[config.mk]
export PLATFORM = sky130hd
export DESIGN_NAME = accel_mmio_sequencer
export DESIGN_NICKNAME = d
export VERILOG_FILES = /design/src/rtl/accel_mmio_sequencer.sv
export SDC_FILE = /design/constraint.sdc
export NUM_CORES = 1
export LEC_CHECK = 0
export CAP_MARGIN = 25
export CORE_MARGIN = 4
export CORE_UTILIZATION = 55
export DETAILED_ROUTE_END_ITERATION = 10
export GPL_TIMING_DRIVEN = 1
export PLACE_DENSITY = 0.85
export SLEW_MARGIN = 30
export SYNTH_ARGS = -nofsm -noshare
export SYNTH_HDL_FRONTEND = slang
export SYNTH_SLANG_ARGS = --single-unit
[constraint.sdc]
create_clock -name clk -period 6 [get_ports clk]
set_clock_uncertainty 0.2 [all_clocks]
set_input_delay 0.9 -clock clk [delete_from_list [all_inputs] [get_ports clk]]
set_output_delay 0.9 -clock clk [all_outputs]
set_load 0.03 [all_outputs]
[src/rtl/accel_mmio_sequencer.sv]
// accel_mmio_sequencer
//   Takes one job over a valid/ready command port and runs it on a memory-mapped
//   accelerator. It writes the job registers, starts the accelerator and polls the
//   status register until DONE (bit 1) or until the poll budget runs out. It then
//   reads back one result register per lane and acknowledges DONE. The outcome is
//   held on a valid/ready result port until it is taken.
//
// Ports
//   clk, reset_n            : single clock, asynchronous active-low reset
//   cmd_valid / cmd_ready   : job request; accepted when both are 1 at a clk edge
//   cmd_w_addr, cmd_x_addr  : operand base addresses passed to the accelerator
//   cmd_m_dim, cmd_n_dim    : lane count (1..4) and vector length (4..1024, multiple of 4)
//   res_valid / res_ready   : result handshake; res_* are stable while res_valid=1
//   res_err                 : job rejected or accelerator timed out (results are 0)
//   res_data0..res_data3    : raw lane results; lanes at or above m_dim read 0
//   mmio_*                  : accelerator register port. Writes use mmio_we=4'hF.
//                             Reads assert mmio_re, and mmio_rdata is valid one
//                             cycle later.
//   dbg_state               : current FSM state, for observation only
//
// Handshake rule for both cmd and res: a transfer happens on the rising clk edge
// where valid and ready are both 1. The producer holds its payload stable from
// raising valid until that edge.
module accel_mmio_sequencer #(
  parameter logic [31:0] BASE_ADDR  = 32'h8000_0000,
  parameter int unsigned POLL_LIMIT = 1024
) (
  input  logic        clk,
  input  logic        reset_n,
  input  logic        cmd_valid,
  output logic        cmd_ready,
  input  logic [31:0] cmd_w_addr,
  input  logic [31:0] cmd_x_addr,
  input  logic [2:0]  cmd_m_dim,
  input  logic [31:0] cmd_n_dim,
  output logic        res_valid,
  input  logic        res_ready,
  output logic        res_err,
  output logic [31:0] res_data0,
  output logic [31:0] res_data1,
  output logic [31:0] res_data2,
  output logic [31:0] res_data3,
  output logic [31:0] mmio_addr,
  output logic [31:0] mmio_wdata,
  output logic [3:0]  mmio_we,
  output logic        mmio_re,
  input  logic [31:0] mmio_rdata,
  output logic [3:0]  dbg_state
);

  localparam int PW = $clog2(POLL_LIMIT + 1);

  typedef enum logic [3:0] {
    IDLE, WR_W, WR_X, WR_M, WR_N, WR_GO, POLL_RQ, POLL_RS, RD_RQ, RD_RS, WR_ACK, RESP
  } state_t;

  state_t state, state_nx;

  logic [31:0]       w_q, x_q, n_q;
  logic [2:0]        m_q;
  logic [1:0]        lane_q;
  logic [PW-1:0]     poll_q;
  logic [3:0][31:0]  lane_d;   // shadow results; res_data* only change on entry to RESP

  logic accept, job_bad, done, poll_last, last_lane;

  assign accept    = cmd_valid && cmd_ready;
  assign job_bad   = (cmd_m_dim == 3'd0) || (cmd_m_dim > 3'd4) || (cmd_n_dim == 32'd0) ||
                     (cmd_n_dim[1:0] != 2'b00) || (cmd_n_dim > 32'd1024);
  assign done      = mmio_rdata[1];
  assign poll_last = (poll_q == PW'(POLL_LIMIT - 1));
  assign last_lane = ({1'b0, lane_q} == (m_q - 3'd1));

  // Gated with reset_n so the port reads not-ready while reset is held.
  assign cmd_ready = (state == IDLE) && reset_n;
  assign res_valid = (state == RESP);
  assign dbg_state = state;

  always_ff @(posedge clk or negedge reset_n) begin
    if (!reset_n) state <= IDLE;
    else          state <= state_nx;
  end

  always_comb begin
    state_nx   = state;
    mmio_addr  = BASE_ADDR;
    mmio_wdata = 32'h0;
    mmio_we    = 4'h0;
    mmio_re    = 1'b0;
    case (state)
      IDLE:    if (accept) state_nx = job_bad ? RESP : WR_W;
      WR_W:    begin state_nx = WR_X;  mmio_we = 4'hF; mmio_addr = BASE_ADDR + 32'h04; mmio_wdata = w_q; end
      WR_X:    begin state_nx = WR_M;  mmio_we = 4'hF; mmio_addr = BASE_ADDR + 32'h08; mmio_wdata = x_q; end
      WR_M:    begin state_nx = WR_N;  mmio_we = 4'hF; mmio_addr = BASE_ADDR + 32'h0C; mmio_wdata = {29'h0, m_q}; end
      WR_N:    begin state_nx = WR_GO; mmio_we = 4'hF; mmio_addr = BASE_ADDR + 32'h10; mmio_wdata = n_q; end
      WR_GO:   begin state_nx = POLL_RQ; mmio_we = 4'hF; mmio_wdata = 32'h1; end
      POLL_RQ: begin state_nx = POLL_RS; mmio_re = 1'b1; end
      POLL_RS: begin
        if (done)           state_nx = RD_RQ;
        else if (poll_last) state_nx = RESP;
        else                state_nx = POLL_RQ;
      end
      RD_RQ:   begin
        state_nx  = RD_RS;
        mmio_re   = 1'b1;
        mmio_addr = BASE_ADDR + 32'h14 + {28'h0, lane_q, 2'b00};
      end
      RD_RS:   state_nx = last_lane ? WR_ACK : RD_RQ;
      WR_ACK:  begin state_nx = RESP; mmio_we = 4'hF; mmio_wdata = 32'h0; end
      RESP:    if (res_ready) state_nx = IDLE;
      default: state_nx = IDLE;
    endcase
  end

  always_ff @(posedge clk or negedge reset_n) begin
    if (!reset_n) begin
      w_q       <= 32'h0;
      x_q       <= 32'h0;
      n_q       <= 32'h0;
      m_q       <= 3'd0;
      lane_q    <= 2'd0;
      poll_q    <= '0;
      lane_d    <= '0;
      res_err   <= 1'b0;
      res_data0 <= 32'h0;
      res_data1 <= 32'h0;
      res_data2 <= 32'h0;
      res_data3 <= 32'h0;
    end else begin
      case (state)
        IDLE: if (accept) begin
          w_q    <= cmd_w_addr;
          x_q    <= cmd_x_addr;
          m_q    <= cmd_m_dim;
          n_q    <= cmd_n_dim;
          lane_q <= 2'd0;
          poll_q <= '0;
          lane_d <= '0;
          if (job_bad) begin
            res_err   <= 1'b1;
            res_data0 <= 32'h0;
            res_data1 <= 32'h0;
            res_data2 <= 32'h0;
            res_data3 <= 32'h0;
          end
        end
        POLL_RS: if (!done) begin
          if (poll_last) begin
            res_err   <= 1'b1;
            res_data0 <= 32'h0;
            res_data1 <= 32'h0;
            res_data2 <= 32'h0;
            res_data3 <= 32'h0;
          end else begin
            poll_q <= poll_q + PW'(1);
          end
        end
        RD_RS: begin
          lane_d[lane_q] <= mmio_rdata;
          if (!last_lane) lane_q <= lane_q + 2'd1;
        end
        WR_ACK: begin
          res_err   <= 1'b0;
          res_data0 <= lane_d[0];
          res_data1 <= lane_d[1];
          res_data2 <= lane_d[2];
          res_data3 <= lane_d[3];
        end
        default: ;
      endcase
    end
  end

endmodule

# --- Yosys cells after proc, flatten, opt, wreduce, memory -nomap -nowiden ---
# Cells that the tools add are included.
word_totals:
  register_bits: 373
  latchBits: 0
  ramBits: 0
  romBits: 0
  input_bits: 135
  out_inout_bits: 204
  wordCells: 102
  n_memories: 0
classes:
  add_sub_neg: 4
  multipliers: 0
  div: 0
  order_cmp: 4
  n_eq_ne: 20
  n_shift: 0
  mux: 36
  n_bitwise: 0
  reduce_logical: 22
ops:
  columns: ["op", "count"]
  rows:
  - ["32-bit one-hot mux with 3 select lines", 4]
  - ["32-bit one-hot mux with 5 select lines", 2]
  - ["128-bit one-hot mux with 2 select lines", 1]
  - ["32-bit two-way mux", 5]
  - ["128-bit bitwise mux", 1]
  - ["128-bit two-way mux", 1]
  - ["32-bit demux with 2-bit select", 1]
  - ["4-bit one-hot mux with 12 select lines", 1]
  - ["11-bit two-way mux", 3]
  - ["32-bit by 4-bit adder with 32-bit output, first input constant", 1]
  - ["32-bit by 11-bit greater-than comparator with 1-bit output, second input constant", 1]
  - ["32-bit zero test", 1]
  - ["4-bit two-way mux", 6]
  - ["11-bit one-hot mux with 2 select lines", 1]
  - ["4-bit by 3-bit == test with 1-bit output, second input constant", 4]
  - ["4-bit == test, second input constant", 4]
  - ["2-bit != test, second input constant", 6]
  - ["11-bit by 1-bit adder with 11-bit output, second input constant", 1]
  - ["11-bit by 10-bit == test with 1-bit output, second input constant", 1]
  - ["4-bit by 2-bit == test with 1-bit output, second input constant", 2]
  - ["2-bit two-way mux", 3]
  - ["2-bit AND reduction", 3]
  - ["2-bit nonzero test", 3]
  - ["6-bit OR reduction", 1]
  - ["20 further kinds", 29]

# --- Depth between registers and ports, before layout ---
# Gate-level depths: netlist of run 1.
depth:
  word_depth: 8
  ltp_mapped: 8
  ltp_nobuf: 7

# --- Worst setup path after synthesis of run 1 ---
# No wires, ideal clock.
synth_path:
  path_type: "register to output"
  startpoint: "register state[2], in the netlist dbg_state[2]"
  endpoint: "output mmio_wdata[1]"
  arrival_ps: 2001
  required_time_ps: 4900
  path_slack_ps: 2899
  stages_incl_launch_ff: 5
  n_path_buf: 2
  path_cell_list: "dfrtp_1 clkbuf_1 buf_1 a32oi_1 o21ai_0"
synth_between:
  elab_chain_cells: 2
synth_rtl:
  columns: ["item", "line_no", "text"]
  rows:
  - ["from (decl)", "57", "state_t state, state_nx;"]
  - ["from (signal assigned)", "81", "else state <= state_nx;"]
  - ["4-bit by 3-bit == test with 1-bit output (tied with other cells)", "90", "case (state)"]
  - ["32-bit one-hot mux with 5 select lines *", "90", null]
  - ["to (decl)", "44", "output logic [31:0] mmio_wdata,"]
# Mark *: on every way between the ends. The rest lies on a longest branch, timed or not.

# --- Worst setup path in the final report of run 1 ---
layout_path:
  startpoint: "register state[2], in the netlist dbg_state[2]"
  endpoint: "output mmio_wdata[3]"
# Same word-level chain as after synthesis.

==> results of run 1 <==
## Yosys cell counts, types with 11 or more instances
cell type and count:
nand2_1 435, dfrtp_1 373, a22oi_1 130, a22o_1 128
o21ai_0 118, clkbuf_1 90, inv_1 36, buf_4 32
a222oi_1 29, nor2_1 21, buf_2 20, o21ai_1 20
buf_1 12, a21oi_1 11
## stage by stage
step	area, um2	utilization	setup slack (ps)	cells
after detailed placement	19100	0.680	2000	2141
after global placement	19000	0.677	2080	2139
after floorplan	16000	-	2900	1587
after CTS	20300	0.723	1760	2205
after global routing	20300	0.724	1600	2206
final	20300	0.724	1720	2206
## layer usage
| layer | up-vias | track usage | share of wire |
|---|---|---|---|
| li1 | 5934 | - | - |
| met3 | 127 | 0.0756 | 0.11 |
| met5 | - | 0 | 0.00014 |
| met4 | 2 | 0.101 | 0.033 |
| met2 | 831 | 0.491 | 0.49 |
| met1 | 6778 | 0.400 | 0.37 |
## power by group through the flow
stage	sequential, uW	clock [uW]	combinational [uW]
final	4260	2300	4140
after global routing	4350	2440	4450
after CTS	4230	2330	4140
after detailed placement	4240	0	4110
after global placement	4190	0	3970
after floorplan	4580	0	2010
## worst paths after layout
| kind | from | to | slack, ps | cells after the start |
|---|---|---|---|---|
| min reg2reg | x_q[0]$_DFFE_PN0P_ | x_q[0]$_DFFE_PN0P_ | 280 | 2 |
| max in group asynchronous | reset_n | n_q[4]$_DFFE_PN0P_ | 4120 | 2 |
| min in group clk | x_q[0]$_DFFE_PN0P_ | x_q[0]$_DFFE_PN0P_ | 280 | 2 |
| max | dbg_state[2]$_DFFE_PN0P_ | mmio_wdata[3] | 1720 | 6 |
| max reg2reg | dbg_state[2]$_DFFE_PN0P_ | res_data1[6]$_DFFE_PN0P_ | 2180 | 6 |
| min | reset_n | res_data1[2]$_DFFE_PN0P_ | 180 | 1 |
## kinds of logic (layout without fill, tap and decap cells)
logic type      after synthesis  after routing
xor+xnor                      7              7
flops                       373            373
mux                           3              3
buf+inv                     191            432
simple gates                518            518
fa+ha+maj                     6              6
compound gates              461            461
other cells                   2             28
## area by class of cell
type                    count  area [um2]
multi-input cells        1023        5820
repair buffers            332        3360
inverters                  36         135
clock buffers              54        1080
well taps                 378         473
flip-flops and latches    373        9330
clock inverters            10         121
fillers                  1928        7760
## flip-flops by register name, summed over array words and instances (netlist names), 2 cells and up
name	count
res_data1	32
m_q	3
n_q	32
res_data0	32
lane_q	2
x_q	32
res_data2	32
lane_d	128
w_q	32
dbg_state	4
poll_q	11
res_data3	32
## worst reg2reg max path, cell delays in order (launching register included)
cell and delay (ps):
dfrtp_1 700, or4_1 750, a21oi_1 310, a21o_4 480, buf_4 810, a22oi_1 280, o21ai_0 190
==> impl_metrics.json, run 1 <==
{
  "initial_core_util": 0.565,
  "hold_ws_ps": 185,
  "maxSlewHeadroom": 0.366,
  "p_sw_uw": 4300,
  "dr.pass1.iters": 9,
  "netlist_instances": 1561,
  "cts_hold_buf": 0,
  "drive_gt1_frac": 0.0542,
  "overflow": 0,
  "die_area_um2": 31600,
  "finalSetupViolations": 0,
  "endpoint_kind": "output port",
  "startpoint_type": "flop",
  "period_share": 0.713,
  "cpLargestDelayFamily": "buffers and inverters",
  "layout_commonest_cell": "nand2_1",
  "hold_violations": 0,
  "yosys.area.top_type": "dfrtp_1",
  "cts_max_path_buffers": 3,
  "pwr-share-comb": 0.387,
  "fmax_mhz": 234,
  "cts_buffers": 38,
  "drc": 0,
  "crit_slowest_cell": "dfrtp_1",
  "ys_seq_area_frac": 0.589,
  "outcome": "complete, no violations",
  "path_class": "reg -> out",
  "clkPwrFrac": 0.215,
  "routed_wirelength_mm": 48.3,
  "sw_frac_of_total": 0.402,
  "synthXorXnorAreaFrac": 0.00387,
  "cts_sinks": 373,
  "cts_root_buf": "clkbuf_16",
  "die_width_um": 178,
  "synth_area_per_cell_um2": 10.2,
  "ant_nets": 0,
  "row_count": 61,
  "clock_latency_ps": 520,
  "async_flop_share": 1.00,
  "place.gp.congestion": 0.883,
  "power_frac_seq": 0.398,
  "finalSetupTns_ps": 0,
  "hold_class": "in -> async",
  "wl_per_cell_um": 21.9,
  "post_cts_buffers": 0,
  "synth_top_area_frac": 0.589,
  "die_y_um": 178,
  "critPathBufInv": 3,
  "grt_util_all_layers": 0.302,
  "crit_arrival_ps": 3180,
  "ios": 339,
  "dpl.hpwl_mm": 30.7,
  "nets": 1945,
  "synth_top_family_by_area": "compound AO/OA/AOI/OAI gates",
  "drv_cap": 0,
  "p_leak_uw": 0.00930,
  "synth_edf_count": 0,
  "areaGrowthSynthToFinish_pct": 28.2,
  "crit_chain": "nand2b_1 > nor3_2 > buf_4 > a222oi_1 > inv_1 > clkdlybuf4s50_1",
  "power.density_nw_per_um2": 526,
  "htreeDepth": 2,
  "port-buffer-count": 310,
  "tightestPinTransition_ps": 949,
  "p_int_uw": 6400,
  "cts_resized": 0,
  "rsz0062_at_grt": "false",
  "grt_pass1_vias": 13600,
  "antenna_found_initial": 1,
  "synth-seq-cells": 373,
  "critPathMaxFanout": 29,
  "fin_crit_ps": 4280,
  "first_iter_violations": 1770,
  "slew_violations": 0,
  "layout_common_cells": "nand2_1, dfrtp_1, clkdlybuf4s50_1",
  "muxShareOfSynthArea": 0.00189,
  "vias": 13700,
  "netlist_area_um2": 15900,
  "ys_warn_count": 0,
  "synth_compound_area_frac": 0.211,
  "core-area_um2": 28100,
  "via_per_inst": 6.20,
  "cp.required_ps": 4900,
  "power_uw": 10700,
  "slowest_delay_ps": 910,
  "synth-simple-area-share": 0.135,
  "n_antenna_cell": 0,
  "path_clk_slew_ps": 60,
  "synth_flop_cell": "dfrtp_1",
  "grt_max_degree": 109,
  "cts_tree": "done",
  "synth_top_cells_by_area": "dfrtp_1, nand2_1, a22o_1",
  "yosys.area_share.adder": 0.00473,
  "synthDistinctLibCells": 54,
  "ir_drop_v": 0.000374,
  "grt_pass1_wl_mm": 75.9
}
No activity file was read; power rests on OpenSTA's default activity.
==> run 2: changes to the inputs <==
--- a/config.mk
+++ b/config.mk
@@ -7,10 +7,10 @@
 export LEC_CHECK = 0
 export CAP_MARGIN = 25
 export CORE_MARGIN = 4
-export CORE_UTILIZATION = 55
+export CORE_UTILIZATION = 51
 export DETAILED_ROUTE_END_ITERATION = 10
 export GPL_TIMING_DRIVEN = 1
-export PLACE_DENSITY = 0.85
+export PLACE_DENSITY = 0.8
 export SLEW_MARGIN = 30
 export SYNTH_ARGS = -nofsm -noshare
 export SYNTH_HDL_FRONTEND = slang
==> constraint.sdc (replaced) <==
create_clock -name clk -period 4.5 [get_ports clk]
set_clock_uncertainty 0.2 [all_clocks]
set_input_delay 0.675 -clock clk [delete_from_list [all_inputs] [get_ports clk]]
set_output_delay 0.675 -clock clk [all_outputs]
set_load 0.03 [all_outputs]
==> impl_metrics.json, run 2 (synthesized netlist as in run 1, its figures left out) <==
{
  "pre_cts_ws_ps": 901,
  "hold_violations": 0,
  "largest_register_ffs": 128,
  "ant_nets": 0,
  "crit_slowest_cell": "dfrtp_1",
  "fin_crit_ps": 3940,
  "grt_max_degree": 187,
  "htreeDepth": 2,
  "finalSetupViolations": 0,
  "endpoint_kind": "output port",
  "grt_util_all_layers": 0.272,
  "maxSlewHeadroom": 0.355,
  "rsz0062_at_grt": "false",
  "row_count": 64,
  "layout.core_utilization": 0.671,
  "fin_ws_ps": 556,
  "multi_input_area_um2": 5840,
  "dpl.hpwl_mm": 30.6,
  "crit_chain": "nand2b_1 > nor3_2 > buf_4 > a222oi_1 > inv_1 > clkdlybuf4s50_1",
  "stdcell_area_um2": 20600,
  "ff2ff_path_depth": 5,
  "core-area_um2": 30700,
  "fmax_mhz": 254,
  "die_y_um": 184,
  "path_class": "reg -> out",
  "dpl_cell_area_um2": 19200,
  "min_to": "w_q[15]$_DFFE_PN0P_",
  "cts_max_path_buffers": 3,
  "layout_commonest_cell": "nand2_1",
  "die_area_um2": 34000,
  "overflow": 0,
  "p_leak_uw": 0.00941,
  "grt_pass1_wl_mm": 74.1,
  "tightestPinTransition_ps": 966,
  "place.gp.congestion": 0.909,
  "grt_pass1_vias": 13000,
  "slowest_delay_ps": 790,
  "n_antenna_cell": 0,
  "vias": 13400,
  "fill_cells": 2267,
  "dr.pass1.iters": 8,
  "drive_gt1_frac": 0.0599,
  "hp-start": "w_q[15]$_DFFE_PN0P_",
  "power.density_nw_per_um2": 702,
  "initial_core_util": 0.517,
  "period_share": 0.877,
  "cts_tree": "done",
  "ios": 339,
  "drc": 0,
  "r2r_start": "dbg_state[3]$_DFFE_PN0P_",
  "outcome": "complete, no violations",
  "reg2reg_setup_slack_ps": 1420,
  "slew_violations": 0,
  "port-buffer-count": 310,
  "post_cts_buffers": 0,
  "ir_drop_v": 0.000481,
  "antenna_found_initial": 1,
  "crit_arrival_ps": 3070,
  "finalSetupTns_ps": 0,
  "startpoint_type": "flop",
  "wl_per_cell_um": 21.3,
  "holdPathStages": 2,
  "cp.required_ps": 3620,
  "cts_buffers": 39,
  "critPathMaxFanout": 29,
  "cts_root_buf": "clkbuf_16",
  "path_clk_slew_ps": 60,
  "nets": 1951,
  "timing.rr.end": "poll_q[9]$_DFFE_PN0P_",
  "via_per_inst": 5.98,
  "power_uw": 14400,
  "die_width_um": 184,
  "layout_common_cells": "nand2_1, dfrtp_1, clkdlybuf4s50_1",
  "largest-register": "lane_d",
  "area.sequential_um2": 9330,
  "first_iter_violations": 1442,
  "drv_cap": 0,
  "routed_wirelength_mm": 47.7,
  "hold_class": "reg -> reg",
  "clock_latency_ps": 530,
  "areaGrowthSynthToFinish_pct": 29.8,
  "cts_sinks": 373
}
[run 2: metal layers]
layer  GRT usage  vias up  part of all wire
li1            -     5962                 -
met3      0.0687       67             0.098
met5           0        -           0.00027
met1       0.379     6663              0.40
met2       0.435      670              0.48
met4      0.0671        2             0.023
[run 2: stage by stage]
step           hold WS, ps  instances
3_3_place_gp           258       2160
3_5_place_dp           263       2160
6_report               275       2233
5_1_grt                297       2233
4_1_cts                277       2229
2_1_floorplan          179       1587
[run 2: what timing repair did]
action                    in CTS  in global routing
hold buffers                   1                  0
gates resized for setup        0                  0
hold endpoints to repair      36                  0
[run 2: worst max-delay path by stage]
stage	from	end	depth (start not counted)
after global routing	dbg_state[1]$_DFFE_PN0P_	mmio_wdata[1]	6
after floorplan	dbg_state[2]$_DFFE_PN0P_	mmio_wdata[1]	4
after global placement	mmio_rdata[1]	res_data1[11]$_DFFE_PN0P_	7
final	dbg_state[3]$_DFFE_PN0P_	mmio_wdata[3]	6
after CTS	dbg_state[3]$_DFFE_PN0P_	mmio_wdata[3]	6
after detailed placement	mmio_rdata[1]	res_data3[17]$_DFFE_PN0P_	7
[run 2: worst max-delay path: cells and delay by family, from the launching register on]
kind                   cells  cell delay (ps)
AND/OR/NAND/NOR            2              310
buffers and inverters      3              980
AO/OA/AOI/OAI              1              450
flip-flops                 1              790
[run 2: area by class of cell]
class | instances | share of cell area
Clock buffer | 55 | 0.0548
Clock inverter | 13 | 0.00772
Timing Repair Buffer | 337 | 0.170
Inverter | 36 | 0.00657
Multi-Input combinational cell | 1023 | 0.284
Sequential cell | 373 | 0.454
Tap cell | 396 | 0.0241
[run 2: where the power goes]
group	total [uW]	switching [uW]	internal, uW	leakage [uW]
clock	3240	1320	1920	0.000638
sequential	5630	1020	4610	0.00500
combinational	5570	3390	2180	0.00377
